File: src/rtl/seq_pattern_finder.sv
`timescale 1ns/1ps
// Serial pattern detector: shifts accepted bits into a PAT_W-bit history and
// pulses match when the history equals PATTERN, with a saturating match counter.
module seq_pattern_finder #(
    parameter int unsigned       PAT_W   = 4,
    parameter logic [PAT_W-1:0]  PATTERN = PAT_W'(4'b1101),
    parameter int unsigned       CNT_W   = 8
) (
    input  logic             clk,
    input  logic             rst_n,
    input  logic             in_valid,
    input  logic             in_bit,
    input  logic             overlap,
    input  logic             clear,
    output logic             match,
    output logic [CNT_W-1:0] match_count,
    output logic             sat,
    output logic [PAT_W-1:0] window
);

    localparam int unsigned       FILL_W    = $clog2(PAT_W + 1);
    localparam logic [FILL_W-1:0] FILL_FULL = FILL_W'(PAT_W);
    localparam logic [CNT_W-1:0]  CNT_MAX   = '1;

    typedef enum logic {
        FILLING = 1'b0,
        ARMED   = 1'b1
    } state_e;

    state_e             state_q, state_d;
    logic [FILL_W-1:0]  fill_q, fill_d, fill_inc;
    logic [PAT_W-1:0]   window_q, window_d, win_shift;
    logic [CNT_W-1:0]   count_q, count_d;
    logic               match_q, match_d;
    logic               sat_q, sat_d;
    logic               accept;
    logic               hit;

    // Detection is judged on the post-shift window and post-increment fill.
    assign accept    = in_valid & ~clear;
    assign win_shift = {window_q[PAT_W-2:0], in_bit};
    assign fill_inc  = (state_q == ARMED) ? FILL_FULL : fill_q + FILL_W'(1);
    assign hit       = accept && (win_shift == PATTERN) && (fill_inc == FILL_FULL);

    always_ff @(posedge clk or negedge rst_n) begin
        if (!rst_n) begin
            state_q <= FILLING;
        end else begin
            state_q <= state_d;
        end
    end

    always_comb begin
        state_d = state_q;
        if (clear) begin
            state_d = FILLING;
        end else if (accept) begin
            case (state_q)
                FILLING: if (fill_inc == FILL_FULL && !(hit && !overlap)) state_d = ARMED;
                ARMED:   if (hit && !overlap) state_d = FILLING;
                default: state_d = FILLING;
            endcase
        end
    end

    // Non-overlap detection restarts the fill but keeps the shifted window.
    always_comb begin
        window_d = window_q;
        fill_d   = fill_q;
        count_d  = count_q;
        sat_d    = sat_q;
        match_d  = 1'b0;
        if (clear) begin
            window_d = '0;
            fill_d   = '0;
            count_d  = '0;
            sat_d    = 1'b0;
        end else if (accept) begin
            window_d = win_shift;
            fill_d   = (hit && !overlap) ? '0 : fill_inc;
            if (hit) begin
                match_d = 1'b1;
                if (count_q == CNT_MAX) begin
                    sat_d = 1'b1;
                end else begin
                    count_d = count_q + CNT_W'(1);
                end
            end
        end
    end

    always_ff @(posedge clk or negedge rst_n) begin
        if (!rst_n) begin
            window_q <= '0;
            fill_q   <= '0;
            count_q  <= '0;
            sat_q    <= 1'b0;
            match_q  <= 1'b0;
        end else begin
            window_q <= window_d;
            fill_q   <= fill_d;
            count_q  <= count_d;
            sat_q    <= sat_d;
            match_q  <= match_d;
        end
    end

    assign match       = match_q;
    assign match_count = count_q;
    assign sat         = sat_q;
    assign window      = window_q;

endmodule

File: config.mk
export PLATFORM = sky130hd
export DESIGN_NAME = seq_pattern_finder
export DESIGN_NICKNAME = d
export VERILOG_FILES = /design/src/rtl/seq_pattern_finder.sv
export SDC_FILE = /design/constraint.sdc
export NUM_CORES = 1
export LEC_CHECK = 0
export CORE_MARGIN = 10
export CORE_UTILIZATION = 49
export DETAILED_ROUTE_END_ITERATION = 8
export DONT_BUFFER_PORTS = 1
export PLACE_DENSITY = 0.68
export SLEW_MARGIN = 25
export SYNTH_ARGS = -nofsm -noshare
export SYNTH_HDL_FRONTEND = slang
export SYNTH_SLANG_ARGS = --single-unit
File: constraint.sdc
create_clock -name clk -period 2.6 [get_ports clk]
set_clock_uncertainty 0.15 [all_clocks]
set_input_delay 0.52 -clock clk [delete_from_list [all_inputs] [get_ports clk]]
set_output_delay 0.52 -clock clk [all_outputs]
set_load 0.02 [all_outputs]
Word-level counts from Yosys, hierarchy flattened

Index checks and enable logic that the tools add are counted.
W data, S select, Z words.

Add/subtract/negate cells: 2
Equal/unequal tests: 4
Multiplexer cells: 22
Bitwise operators: 3
Reduce and logical (&&, ||, !) cells: 11

Operators by type and width:

| cell                  | count |
|---|---|
| $mux W8               | 4 |
| $mux W3               | 4 |
| $mux W1               | 11 |
| $add A8 B1 Y8 const B | 1 |
| $eq A8 B8 Y1 const B  | 1 |
| $mux W4               | 2 |
| $reduce_and A3 Y1     | 2 |
| $reduce_bool A2 Y1    | 3 |
| $eq A4 B4 Y1 const B  | 1 |
| $logic_and A1 B1 Y1   | 4 |
| $add A3 B1 Y3 const B | 1 |
| $eq A3 B3 Y1 const B  | 1 |
| $logic_not A1 Y1      | 2 |
| $ne A2 B2 Y1 const B  | 1 |
| $not A1 Y1            | 2 |
| $pmux W1 S2           | 1 |
| $and A1 B1 Y1         | 1 |

Bits in registers: 18
Output and inout bits: 14
Logic and storage cells: 48

Depth between registers and ports, before layout

Gate-level depths: netlist (run 1).

Depth in word-level cells: 11
Depth in mapped cells: 7
Depth with buffers taken out: 6

Worst setup path after synthesis (run 1)

OpenSTA, ideal clock, no wires.

Path type: input to register
Start point: input port clear
End point: register count_q[4], in the netlist match_count[4]
Library setup time: 0.135 ns
Data arrival time: 1.820 ns
Required time: 2.315 ns
Path slack: 0.495 ns
Stages: 6
Path buffers: 2
Cells stage by stage: buf_2 -> or4_4 -> buf_6 -> nor3_4 -> nand4_1 -> mux2i_1

Word-level cells in the longest chain between the ends: 6

Ends and longest elaborated chain:

| item                                | RTL line | text |
|---|---|---|
| from (decl)                         | 14       | `input logic clear,` |
| $not A1 Y1                          | 40       | `assign accept = in_valid & ~clear;` |
| $and A1 B1 Y1                       | 40       |  |
| $logic_and A1 B1 Y1 (2 in a row)    | 43       | `assign hit = accept && (win_shift == PATTERN) && (fill_inc == FILL_FULL);` |
| $reduce_bool A2 Y1 (no source line) | --       |  |
| $reduce_and A3 Y1 (no source line)  | --       |  |
| to (signal assigned)                | 102      | `count_q <= count_d;` |
| to (decl)                           | 33       | `logic [CNT_W-1:0] count_q, count_d;` |

Parallel ways exist; a longest one is shown, timed or not.
A chain may end at the register's enable or synchronous reset.

Worst setup path after layout (run 1)

Start point: register fill_q[0]
End point: register count_q[4], in the netlist match_count[4]

Word-level cells in the longest chain between the ends: 6

Ends and longest elaborated chain:

| item                                | RTL line | text |
|---|---|---|
| from (decl)                         | 31       | `logic [FILL_W-1:0] fill_q, fill_d, fill_inc;` |
| from (signal assigned)              | 101      | `fill_q <= fill_d;` |
| $add A3 B1 Y3                       | 42       | `assign fill_inc = (state_q == ARMED) ? FILL_FULL : fill_q + FILL_W'(1);` |
| $mux W3                             | 42       |  |
| $eq A3 B3 Y1                        | 43       |  |
| $logic_and A1 B1 Y1                 | 43       |  |
| $reduce_bool A2 Y1 (no source line) | --       |  |
| $reduce_and A3 Y1 (no source line)  | --       |  |

No other way between the ends.

==> flow_results.xml, run 1 <==
<?xml version="1.0" encoding="UTF-8"?>
<metrics>
  <group name="timing">
    <metric name="max_freq" unit="MHz">495</metric>
    <metric name="setup_tns" unit="ns">0</metric>
    <metric name="slew_violations" unit="">0</metric>
    <metric name="tightestPinTransition" unit="ns">0.764</metric>
    <metric name="slew_headroom" unit="">0.489</metric>
    <metric name="grt_setup_unrepaired" unit="">no</metric>
    <metric name="final.setup.worst_slack" unit="ns">0.579</metric>
    <metric name="layout_worst_path_cycle_share" unit="">0.777</metric>
    <metric name="finalSetupViolCount" unit="">0</metric>
    <metric name="worst_hold_slack" unit="ns">0.125</metric>
    <metric name="final_period_minus_worst_setup_slack" unit="ns">2.02</metric>
    <metric name="finalHoldViolations" unit="">0</metric>
  </group>
  <group name="synthesis">
    <metric name="synthesized_net_count" unit="">95</metric>
    <metric name="post_synth_num_cell_types" unit="">28</metric>
    <metric name="yosys_register_bits" unit="">18</metric>
    <metric name="synth-seq-area-share" unit="">0.486</metric>
    <metric name="post_synth.cell_area_avg" unit="um^2">10.6</metric>
    <metric name="synth_warnings" unit="">0</metric>
    <metric name="synthCells" unit="">87</metric>
    <metric name="synth_area" unit="um^2">926</metric>
  </group>
  <group name="clock_network">
    <metric name="post_cts_resize_count" unit="">0</metric>
    <metric name="cts_buffers" unit="">3</metric>
    <metric name="ctsRootBufferMaster" unit="">clkbuf_4</metric>
    <metric name="cts_tree" unit="">yes</metric>
    <metric name="worstSkewPairLatency" unit="ns">0.29</metric>
    <metric name="cts_buffer_depth" unit="">2</metric>
    <metric name="post_cts.repair.setup_buffers" unit="">0</metric>
    <metric name="cts.htree.levels" unit="">1</metric>
    <metric name="worst_setup_hold_path_clk_slew" unit="ns">0.10</metric>
    <metric name="clock_sinks" unit="">18</metric>
  </group>
  <group name="routing">
    <metric name="routed_wirelength_normalized_by_instance_count" unit="um">15.7</metric>
    <metric name="postRouteWirelength" unit="mm">1.76</metric>
    <metric name="num_vias" unit="">606</metric>
    <metric name="viasPerCell" unit="">5.41</metric>
    <metric name="drtAntennaViolNets" unit="">0</metric>
    <metric name="detail_route.first_pass.iterations" unit="">2</metric>
    <metric name="drc" unit="">0</metric>
    <metric name="drt_iter0_drc" unit="">15</metric>
  </group>
  <group name="floorplan">
    <metric name="fp-row-count" unit="">15</metric>
    <metric name="num_io_pins" unit="">20</metric>
    <metric name="floorplan.core_area" unit="um^2">1760</metric>
    <metric name="die_area" unit="um^2">4030</metric>
    <metric name="die_height" unit="um">63.5</metric>
    <metric name="die_width" unit="um">63.5</metric>
    <metric name="floorplan.initialDensity" unit="">0.525</metric>
  </group>
  <group name="cells_and_area">
    <metric name="number_of_nets_in_the_finished_design" unit="">97</metric>
    <metric name="stdcell_area" unit="um^2">958</metric>
    <metric name="diodes_inserted" unit="">0</metric>
    <metric name="mostFrequentLayoutCell" unit="">dfrtp_1</metric>
    <metric name="finalNonFillerCells" unit="">112</metric>
    <metric name="post_route_cells_drive_above_1_share" unit="">0.115</metric>
    <metric name="syn_to_final_growth" unit="%">3.51</metric>
    <metric name="layout_common_cells" unit="">dfrtp_1, nor2_1, mux2i_1</metric>
  </group>
  <group name="grt">
    <metric name="total_grt_usage" unit="">0.0915</metric>
    <metric name="first_pass_grt_wire_length" unit="mm">2.95</metric>
    <metric name="via_count_of_the_first_global_routing_pass" unit="">635</metric>
    <metric name="antenna_violations_before_repair" unit="">0</metric>
    <metric name="grt_start_max_net_pins" unit="">19</metric>
    <metric name="use_met2" unit="">0.132</metric>
    <metric name="grt-busiest-layer" unit="">met2</metric>
    <metric name="globalRouteOverflowTotal" unit="">0</metric>
    <metric name="met3_resource_use_gr" unit="">0.0495</metric>
    <metric name="use_met1" unit="">0.106</metric>
  </group>
  <group name="power_and_ir_drop">
    <metric name="static_power_due_to_leakage" unit="nW">0.419</metric>
    <metric name="ir_drop" unit="mV">0.296</metric>
    <metric name="power_density" unit="nW/um^2">469</metric>
  </group>
  <group name="flow_run">
    <metric name="drv_cap" unit="">0</metric>
  </group>
  <group name="worst_setup_path">
    <metric name="end_kind" unit="">flip-flop</metric>
    <metric name="path_class" unit="">reg2reg</metric>
    <metric name="critical_path.startpoint_type" unit="">flip-flop</metric>
    <metric name="required_arrival_time_at_the_worst_endpoint" unit="ns">2.66</metric>
    <metric name="crit_arrival" unit="ns">2.08</metric>
    <metric name="timing.critical_path.fanout_max" unit="">7</metric>
  </group>
  <group name="place">
    <metric name="dp_worst_setup_slack" unit="ns">0.589</metric>
    <metric name="detailed_place.area" unit="um^2">926</metric>
    <metric name="placedCellCount" unit="">108</metric>
    <metric name="portBuffers" unit="">0</metric>
    <metric name="gp_routability_congestion" unit="">0.781</metric>
    <metric name="dp_hpwl" unit="mm">1.32</metric>
  </group>
  <group name="outcome">
    <metric name="run_status" unit="">finished, final reports clean</metric>
  </group>
  <group name="min_path">
    <metric name="min_path_type" unit="">in2reg</metric>
  </group>
</metrics>
[worst paths after layout]
kind | from | endpoint | slack (ns) | depth (start not counted)
worst min register to register | fill_q[1] | fill_q[1] | 0.43 | 2
worst max-delay path | fill_q[0] | match_count[4] | 0.58 | 6
worst min-delay path | clear | window[3] | 0.12 | 1
max in group asynchronous | rst_n | window[0] | 1.24 | 1
min in group asynchronous | rst_n | state_q | 0.58 | 1
worst max register to register | fill_q[0] | match_count[4] | 0.58 | 6
[final cells by class]
type / count / area [um^2]
fill: 170 / 806
sequential: 18 / 450
multi-input combinational: 62 / 433
tap: 25 / 31.3
clock buffer: 3 / 22.5
inverter: 3 / 11.3
timing repair buffer: 1 / 10.0
[layer usage]
layer	part of all wire	wire (um)
met5	0	0
met4	0.022	38
met3	0.10	175
met2	0.41	723
met1	0.47	818
[power by group]
group | switching (mW) | internal (mW) | total, mW
registers | 0.00630 | 0.284 | 0.290
logic | 0.0132 | 0.00862 | 0.0218
clock network | 0.0841 | 0.0539 | 0.138
[logic make-up after synthesis]
logic type | count (synthesis) | share of synthesized area
multiplexers | 7 | 0.0757
flip-flops | 18 | 0.486
XOR/XNOR | 5 | 0.0473
AO/OA/AOI/OAI | 9 | 0.0622
adder cells (fa/ha/maj) | 2 | 0.0270
AND/OR/NAND/NOR | 39 | 0.255
buffers and inverters | 7 | 0.0459
[synth_stat cells (all sizes together)]
master,instances,share of area
a21oi,5,0.027
nand2,6,0.027
a21o,1,0.0081
nor4,3,0.050
xnor2,4,0.038
o21ai,1,0.0054
inv,3,0.012
nor3,3,0.028
nand3,2,0.011
nor2,15,0.061
clkbuf,1,0.0041
ha,2,0.027
nand4,3,0.020
and4,2,0.019
and2,1,0.0068
a22oi,1,0.0081
buf,3,0.030
xor2,1,0.0095
nand2b,2,0.014
or3,1,0.0068
dfrtp,18,0.49
a31oi,1,0.014
mux2i,7,0.076
or4,1,0.012
[critical path, cell delays in order (launching register included)]
cell and delay [ns]:
dfrtp_1 0.43, ha_1 0.24, xor2_1 0.18, a31oi_2 0.49, nor3_4 0.12, nand4_1 0.13, mux2i_1 0.21
[metrics by stage]
step	util	total power [mW]
global placement	0.525	0.311
CTS	0.543	0.456
detailed placement	0.525	0.312
floorplan	-	0.315
finish	0.543	0.450
global route	0.543	0.473
[state kept, by name, summed over array words and instances (netlist names)]
signal and cells:
match 1, window 4, state_q 1, match_count 8
fill_q 3, sat 1
[repair_timing]
action                     CTS  global route
hold buffers                 1             0
setup endpoints to repair    0             0
hold endpoints to repair    18             0
No activity file was read; power rests on OpenSTA's default activity.
==> run 2: changes to the inputs <==
- clock period: 2.6 -> 2 ns (I/O delays scaled with it)
==> run 2 against run 1 <==
- sequential cell count did not move
- register-to-register slack worse by 0.44 ns
- sequential share of layout area decreased by 5.6 points
- core utilization is 7.3 points higher
- maximum frequency is 8.8% higher
- die area unchanged
- critical path depth did not move
- count of clock-buffer cells in the layout unchanged
- global-route usage is 0.59 points higher
- power rose by 33%
- cell count rose by 13%
- combinational power increased by 130%
- critical path type unchanged
- highest routed layer unchanged
==> flow_results.xml, run 2 (synthesis gave the netlist of run 1 again) <==
<?xml version="1.0" encoding="UTF-8"?>
<metrics>
  <group name="timing">
    <metric name="tightestPinTransition" unit="ns">0.817</metric>
    <metric name="setup_tns" unit="ns">0</metric>
    <metric name="final_period_minus_worst_setup_slack" unit="ns">1.86</metric>
    <metric name="layout_worst_path_cycle_share" unit="">0.929</metric>
    <metric name="slew_violations" unit="">0</metric>
    <metric name="finalHoldViolations" unit="">0</metric>
    <metric name="slew_headroom" unit="">0.453</metric>
    <metric name="max_freq" unit="MHz">538</metric>
    <metric name="finalSetupViolCount" unit="">0</metric>
  </group>
  <group name="power_and_ir_drop">
    <metric name="share_clk_of_total_power" unit="">0.294</metric>
    <metric name="ir_drop" unit="mV">0.341</metric>
    <metric name="swShare" unit="">0.234</metric>
    <metric name="power_density" unit="nW/um^2">551</metric>
    <metric name="total_power" unit="uW">599</metric>
    <metric name="internal-power" unit="uW">459</metric>
    <metric name="power.share.sequential" unit="">0.622</metric>
    <metric name="power.net_switching" unit="uW">140</metric>
    <metric name="static_power_due_to_leakage" unit="nW">0.492</metric>
    <metric name="logic_pwr_share" unit="">0.084</metric>
  </group>
  <group name="clock_network">
    <metric name="worst_setup_hold_path_clk_slew" unit="ns">0.10</metric>
    <metric name="post_cts.repair.setup_buffers" unit="">0</metric>
    <metric name="cts_tree" unit="">yes</metric>
    <metric name="cts.htree.levels" unit="">1</metric>
    <metric name="clock_sinks" unit="">18</metric>
    <metric name="cts_buffers" unit="">3</metric>
    <metric name="worstSkewPairLatency" unit="ns">0.29</metric>
    <metric name="cts_buffer_depth" unit="">2</metric>
    <metric name="ctsRootBufferMaster" unit="">clkbuf_4</metric>
  </group>
  <group name="worst_setup_path">
    <metric name="r2r_end" unit="">match_count[4]</metric>
    <metric name="timing.critical_path.from" unit="">fill_q[0]</metric>
    <metric name="crit_arrival" unit="ns">1.89</metric>
    <metric name="timing.critical_path.fanout_max" unit="">7</metric>
    <metric name="path_class" unit="">reg2reg</metric>
    <metric name="worstReg2RegStart" unit="">fill_q[0]</metric>
    <metric name="required_arrival_time_at_the_worst_endpoint" unit="ns">2.03</metric>
    <metric name="rrSetupSlack" unit="ns">0.14</metric>
    <metric name="critical_path.startpoint_type" unit="">flip-flop</metric>
    <metric name="end_kind" unit="">flip-flop</metric>
    <metric name="timing.critical_path.to" unit="">match_count[4]</metric>
    <metric name="reg2regPathDepth" unit="">6</metric>
  </group>
  <group name="place">
    <metric name="portBuffers" unit="">0</metric>
    <metric name="placedCellCount" unit="">119</metric>
    <metric name="gp_routability_congestion" unit="">0.782</metric>
    <metric name="dp_hpwl" unit="mm">1.41</metric>
  </group>
  <group name="routing">
    <metric name="drtAntennaViolNets" unit="">0</metric>
    <metric name="routed_wirelength_normalized_by_instance_count" unit="um">15.8</metric>
    <metric name="drc" unit="">0</metric>
    <metric name="viasPerCell" unit="">5.33</metric>
    <metric name="num_vias" unit="">672</metric>
    <metric name="drt_iter0_drc" unit="">14</metric>
    <metric name="postRouteWirelength" unit="mm">1.99</metric>
    <metric name="detail_route.first_pass.iterations" unit="">4</metric>
  </group>
  <group name="cells_and_area">
    <metric name="post_route_cells_drive_above_1_share" unit="">0.218</metric>
    <metric name="number_of_nets_in_the_finished_design" unit="">111</metric>
    <metric name="largest_register_ffs" unit="">8</metric>
    <metric name="layout_common_cells" unit="">dfrtp_1, nor2_1, buf_4</metric>
    <metric name="syn_to_final_growth" unit="%">17.4</metric>
    <metric name="finalNonFillerCells" unit="">126</metric>
    <metric name="mostFrequentLayoutCell" unit="">dfrtp_1</metric>
    <metric name="fillCellCount" unit="">155</metric>
    <metric name="utilization" unit="">0.616</metric>
    <metric name="diodes_inserted" unit="">0</metric>
  </group>
  <group name="flow_run">
    <metric name="drv_cap" unit="">0</metric>
  </group>
  <group name="floorplan">
    <metric name="die_area" unit="um^2">4030</metric>
    <metric name="die_width" unit="um">63.5</metric>
    <metric name="die_height" unit="um">63.5</metric>
    <metric name="floorplan.core_area" unit="um^2">1760</metric>
    <metric name="fp-row-count" unit="">15</metric>
    <metric name="floorplan.initialDensity" unit="">0.525</metric>
    <metric name="num_io_pins" unit="">20</metric>
  </group>
  <group name="min_path">
    <metric name="min_path_type" unit="">in2reg</metric>
  </group>
  <group name="grt">
    <metric name="globalRouteOverflowTotal" unit="">0</metric>
    <metric name="via_count_of_the_first_global_routing_pass" unit="">668</metric>
    <metric name="grt_start_max_net_pins" unit="">19</metric>
    <metric name="total_grt_usage" unit="">0.0974</metric>
    <metric name="antenna_violations_before_repair" unit="">0</metric>
    <metric name="first_pass_grt_wire_length" unit="mm">3.20</metric>
  </group>
  <group name="outcome">
    <metric name="run_status" unit="">finished, final reports clean</metric>
  </group>
</metrics>
## run 2: changes by cell type in the layout (fill, tap and decap cells not counted)
cell           change
xor2_1             -1
xor2_2             +1
a31oi_4            +1
buf_4             +11
a31oi_2            -1
dlygate4sd3_1      +3
## run 2: area by class of cell
cell class | instances | area [um^2] | area share
Sequential cell | 18 | 450 | 0.414
Clock buffer | 3 | 22.5 | 0.0207
Inverter | 3 | 11.3 | 0.0104
Tap cell | 25 | 31.3 | 0.0288
Multi-Input combinational cell | 62 | 449 | 0.413
Timing Repair Buffer | 15 | 123 | 0.113
## run 2: power groups by stage
| stage | Combinational [mW] | Clock (mW) | Sequential, mW |
|---|---|---|---|
| 2_1_floorplan | 0.0261 | 0 | 0.383 |
| 3_3_place_gp | 0.0298 | 0 | 0.379 |
| 3_5_place_dp | 0.0303 | 0 | 0.380 |
| 4_1_cts | 0.0437 | 0.187 | 0.373 |
| 5_1_grt | 0.0546 | 0.201 | 0.374 |
| 6_report | 0.0500 | 0.176 | 0.373 |
## run 2: worst min-delay path by stage
stage	start	to	slack, ns	cells past startpoint
6_report	clear	sat	0.02	1
4_1_cts	clear	match_count[7]	0.0005	1
3_5_place_dp	rst_n	match	-0.05	0
3_3_place_gp	rst_n	fill_q[2]	-0.04	0
2_1_floorplan	rst_n	fill_q[0]	-0.05	0
5_1_grt	clear	sat	0.003	1
## run 2: what timing repair did
item                                    in CTS  in global routing
endpoints found under the hold margin       20                 10
resized for setup                            0                  2
endpoints found under the setup margin       0                  6
hold buffers                                 3                  1
## run 2: metal layers
metal | wire length (um) | GRT usage | vias to the layer above
met1 | 928 | 0.124 | 313
met3 | 159 | 0.0424 | 4
met2 | 872 | 0.134 | 20
li1 | - | - | 335
met4 | 29 | 0.0492 | 0
met5 | 0 | 0 | -
## run 2: metrics by stage
stage / hold WS (ns) / worst slack [ns] / instance area (um^2)
floorplan: -0.0456 / 0.0151 / 926
global placement: -0.0448 / 0.0823 / 1010
detailed placement: -0.0450 / 0.0421 / 1010
CTS: 0.000518 / 0.0238 / 1060
global route: 0.00275 / -0.0138 / 1090
finish: 0.0158 / 0.143 / 1090
## run 2: worst max-delay path, stage by stage, from the launching register on
cell,delay [ns]
dfrtp_1,0.40
ha_1,0.25
xor2_2,0.19
a31oi_4,0.18
nor3_4,0.30
nand4_1,0.15
mux2i_1,0.14
==> run 3: changes to the inputs <==
- ABC_AREA: not set -> 1
==> run 3 against run 2 <==
- worst setup slack better by 0.19 ns
- sequential share of layout area up 1.4 points
- core utilization down 3.3 points
- critical endpoint is now match_count[6]
- hold slack better by 0.056 ns
- cell area down 3.3%
- maximum frequency up 11%
- largest cell class unchanged
- critical path type unchanged
- global-route usage down 0.070 points
- via count up 17%
- power up 7.1%
==> flow_results.xml, run 3 <==
<?xml version="1.0" encoding="UTF-8"?>
<metrics>
  <group name="outcome">
    <metric name="run_status" unit="">finished, final reports clean</metric>
  </group>
  <group name="routing">
    <metric name="detail_route.first_pass.iterations" unit="">4</metric>
    <metric name="drtAntennaViolNets" unit="">0</metric>
    <metric name="routed_wirelength_normalized_by_instance_count" unit="um">12.6</metric>
    <metric name="drt_iter0_drc" unit="">35</metric>
    <metric name="viasPerCell" unit="">5.06</metric>
    <metric name="num_vias" unit="">789</metric>
    <metric name="postRouteWirelength" unit="mm">1.96</metric>
    <metric name="drc" unit="">0</metric>
  </group>
  <group name="cells_and_area">
    <metric name="number_of_nets_in_the_finished_design" unit="">140</metric>
    <metric name="fillCellCount" unit="">167</metric>
    <metric name="largest_register_ffs" unit="">8</metric>
    <metric name="mostFrequentLayoutCell" unit="">nand2_1</metric>
    <metric name="stdcell_area" unit="um^2">1050</metric>
    <metric name="diodes_inserted" unit="">0</metric>
    <metric name="syn_to_final_growth" unit="%">9.09</metric>
    <metric name="layout_common_cells" unit="">nand2_1, inv_1, dfrtp_1</metric>
    <metric name="post_route_cells_drive_above_1_share" unit="">0.122</metric>
  </group>
  <group name="synthesis">
    <metric name="synth_top_flop_cell" unit="">dfrtp_1</metric>
    <metric name="synth-seq-area-share" unit="">0.468</metric>
    <metric name="yosys_register_bits" unit="">18</metric>
    <metric name="synthesized_net_count" unit="">133</metric>
    <metric name="post_synth.cell_area_avg" unit="um^2">7.71</metric>
    <metric name="post_synth_num_cell_types" unit="">17</metric>
    <metric name="synth.most_common_cell" unit="">nand2_1</metric>
    <metric name="synth_warnings" unit="">0</metric>
    <metric name="asyncSetResetFlopFracSynth" unit="">1.00</metric>
    <metric name="synth_top_area_frac" unit="">0.468</metric>
    <metric name="yosys-top-cells-area" unit="">dfrtp_1, nand2_1, nand3_1</metric>
    <metric name="post-synth-top-area-cell" unit="">dfrtp_1</metric>
    <metric name="synthCells" unit="">125</metric>
    <metric name="synth.top_cells.by_count" unit="">nand2_1, dfrtp_1, inv_1</metric>
    <metric name="synth_area" unit="um^2">963</metric>
    <metric name="synth-edff-count" unit="">0</metric>
  </group>
  <group name="floorplan">
    <metric name="floorplan.core_area" unit="um^2">1800</metric>
    <metric name="num_io_pins" unit="">20</metric>
    <metric name="floorplan.initialDensity" unit="">0.535</metric>
    <metric name="die_area" unit="um^2">4140</metric>
    <metric name="fp-row-count" unit="">15</metric>
    <metric name="die_height" unit="um">64.3</metric>
    <metric name="die_width" unit="um">64.3</metric>
  </group>
  <group name="worst_setup_path">
    <metric name="required_arrival_time_at_the_worst_endpoint" unit="ns">2.05</metric>
    <metric name="crit_arrival" unit="ns">1.72</metric>
    <metric name="cpLargestDelayFamily" unit="">simple AND/OR/NAND/NOR gates</metric>
    <metric name="rrSetupSlack" unit="ns">0.33</metric>
    <metric name="critical_path.slowest_cell" unit="">dfrtp_1</metric>
    <metric name="critical-path-top-cell-by-count" unit="">nand2_1</metric>
    <metric name="path_buf_inv" unit="">0</metric>
    <metric name="cpPeakStageDelay" unit="ns">0.51</metric>
    <metric name="timing.critical_path.fanout_max" unit="">7</metric>
    <metric name="path_class" unit="">reg2reg</metric>
    <metric name="end_kind" unit="">flip-flop</metric>
    <metric name="crit_chain" unit="">ha_1, nand2_1, nor2_2, nand2_1, nand2_1, nor2_4, nand3_1, nand2_1</metric>
    <metric name="critical_path.startpoint_type" unit="">flip-flop</metric>
  </group>
  <group name="clock_network">
    <metric name="cts.htree.levels" unit="">1</metric>
    <metric name="ctsRootBufferMaster" unit="">clkbuf_4</metric>
    <metric name="cts_buffers" unit="">3</metric>
    <metric name="cts_tree" unit="">yes</metric>
    <metric name="cts_buffer_depth" unit="">2</metric>
    <metric name="worst_setup_hold_path_clk_slew" unit="ns">0.10</metric>
    <metric name="worstSkewPairLatency" unit="ns">0.30</metric>
    <metric name="clock_sinks" unit="">18</metric>
    <metric name="post_cts_resize_count" unit="">0</metric>
  </group>
  <group name="grt">
    <metric name="globalRouteOverflowTotal" unit="">0</metric>
    <metric name="via_count_of_the_first_global_routing_pass" unit="">649</metric>
    <metric name="total_grt_usage" unit="">0.0968</metric>
    <metric name="grt_start_max_net_pins" unit="">19</metric>
    <metric name="antenna_violations_before_repair" unit="">0</metric>
    <metric name="first_pass_grt_wire_length" unit="mm">3.17</metric>
  </group>
  <group name="timing">
    <metric name="final_period_minus_worst_setup_slack" unit="ns">1.67</metric>
    <metric name="slew_violations" unit="">0</metric>
    <metric name="layout_worst_path_cycle_share" unit="">0.836</metric>
    <metric name="slew_headroom" unit="">0.462</metric>
    <metric name="finalHoldViolations" unit="">0</metric>
    <metric name="max_freq" unit="MHz">598</metric>
    <metric name="setup_tns" unit="ns">0</metric>
    <metric name="finalSetupViolCount" unit="">0</metric>
    <metric name="tightestPinTransition" unit="ns">0.805</metric>
    <metric name="grt_setup_unrepaired" unit="">no</metric>
  </group>
  <group name="power_and_ir_drop">
    <metric name="power_density" unit="nW/um^2">610</metric>
    <metric name="ir_drop" unit="mV">0.426</metric>
    <metric name="total_power" unit="uW">641</metric>
    <metric name="static_power_due_to_leakage" unit="nW">0.547</metric>
  </group>
  <group name="min_path">
    <metric name="min_path_type" unit="">in2reg</metric>
  </group>
  <group name="place">
    <metric name="portBuffers" unit="">0</metric>
    <metric name="gp_routability_congestion" unit="">0.835</metric>
    <metric name="dp_hpwl" unit="mm">1.52</metric>
    <metric name="detailed_place.area" unit="um^2">1000</metric>
  </group>
  <group name="flow_run">
    <metric name="drv_cap" unit="">0</metric>
  </group>
</metrics>
[run 3: cell types whose count changed after synthesis, sizes merged, moves of 5 or more]
cell,previous run,this run
nand2,6,41
nand3,2,19
inv,3,19
o21ai,1,9
mux2i,7,0
a21oi,5,0
[run 3: report_power, final]
part	leakage, nW	switching [mW]	total (mW)	internal (mW)
Combinational	0.277	0.0285	0.0394	0.0109
Clock	0.0210	0.115	0.226	0.111
Sequential	0.249	0.00686	0.376	0.369
[run 3: routing by layer]
layer  part of all wire  global-route usage  routed length, um
met1               0.49               0.130                955
met5                  0                   0                  0
met3              0.087              0.0470                171
met2               0.40               0.117                787
met4              0.025              0.0615                 49
[run 3: repair_timing]
item | 4_1_cts | 5_1_grt
hold endpoints to repair | 18 | 0
hold buffers | 1 | 0
buffers inserted | 0 | 0
[run 3: cells by family after synthesis]
group / after synthesis / share of synthesized area
AOI/OAI and AO/OA: 10 / 0.0610
adders and majority gates: 2 / 0.0260
xor gates and xnor gates: 3 / 0.0273
DFF: 18 / 0.468
buffers and inverters: 20 / 0.0792
and+or+nand+nor: 72 / 0.339
[run 3: final cells by class]
class	count	area, um^2	area share
Timing Repair Buffer	3	25.0	0.0238
Multi-Input combinational cell	87	437	0.415
Inverter	19	71.3	0.0679
Tap cell	25	31.3	0.0298
Clock buffer	4	36.3	0.0345
Sequential cell	18	450	0.429
[run 3: worst register-to-register path, stage by stage (launching register included)]
cell     delay, ns
dfrtp_1       0.51
ha_1          0.22
nand2_1       0.08
nor2_2        0.23
nand2_1       0.07
nand2_1       0.10
nor2_4        0.07
nand3_1       0.07
nand2_1       0.06
[run 3: metrics by stage]
stage | cells | setup WS [ns] | utilization | hold slack [ns]
floorplan | 125 | 0.448 | - | -0.0456
global placement | 151 | 0.325 | 0.558 | -0.0449
detailed placement | 151 | 0.340 | 0.558 | -0.0450
CTS | 156 | 0.310 | 0.583 | 0.0620
global route | 156 | 0.186 | 0.583 | 0.0623
finish | 156 | 0.329 | 0.583 | 0.0715
[run 3: path summary, 6_finish.rpt]
path | start | end | depth (start not counted)
setup reg to reg | match_count[1] | match_count[6] | 8
hold reg to reg | fill_q[1] | fill_q[1] | 1
min in group asynchronous | rst_n | match | 1
setup / recovery | match_count[1] | match_count[6] | 8
hold / removal | in_bit | window[0] | 2
max in group asynchronous | rst_n | window[3] | 1
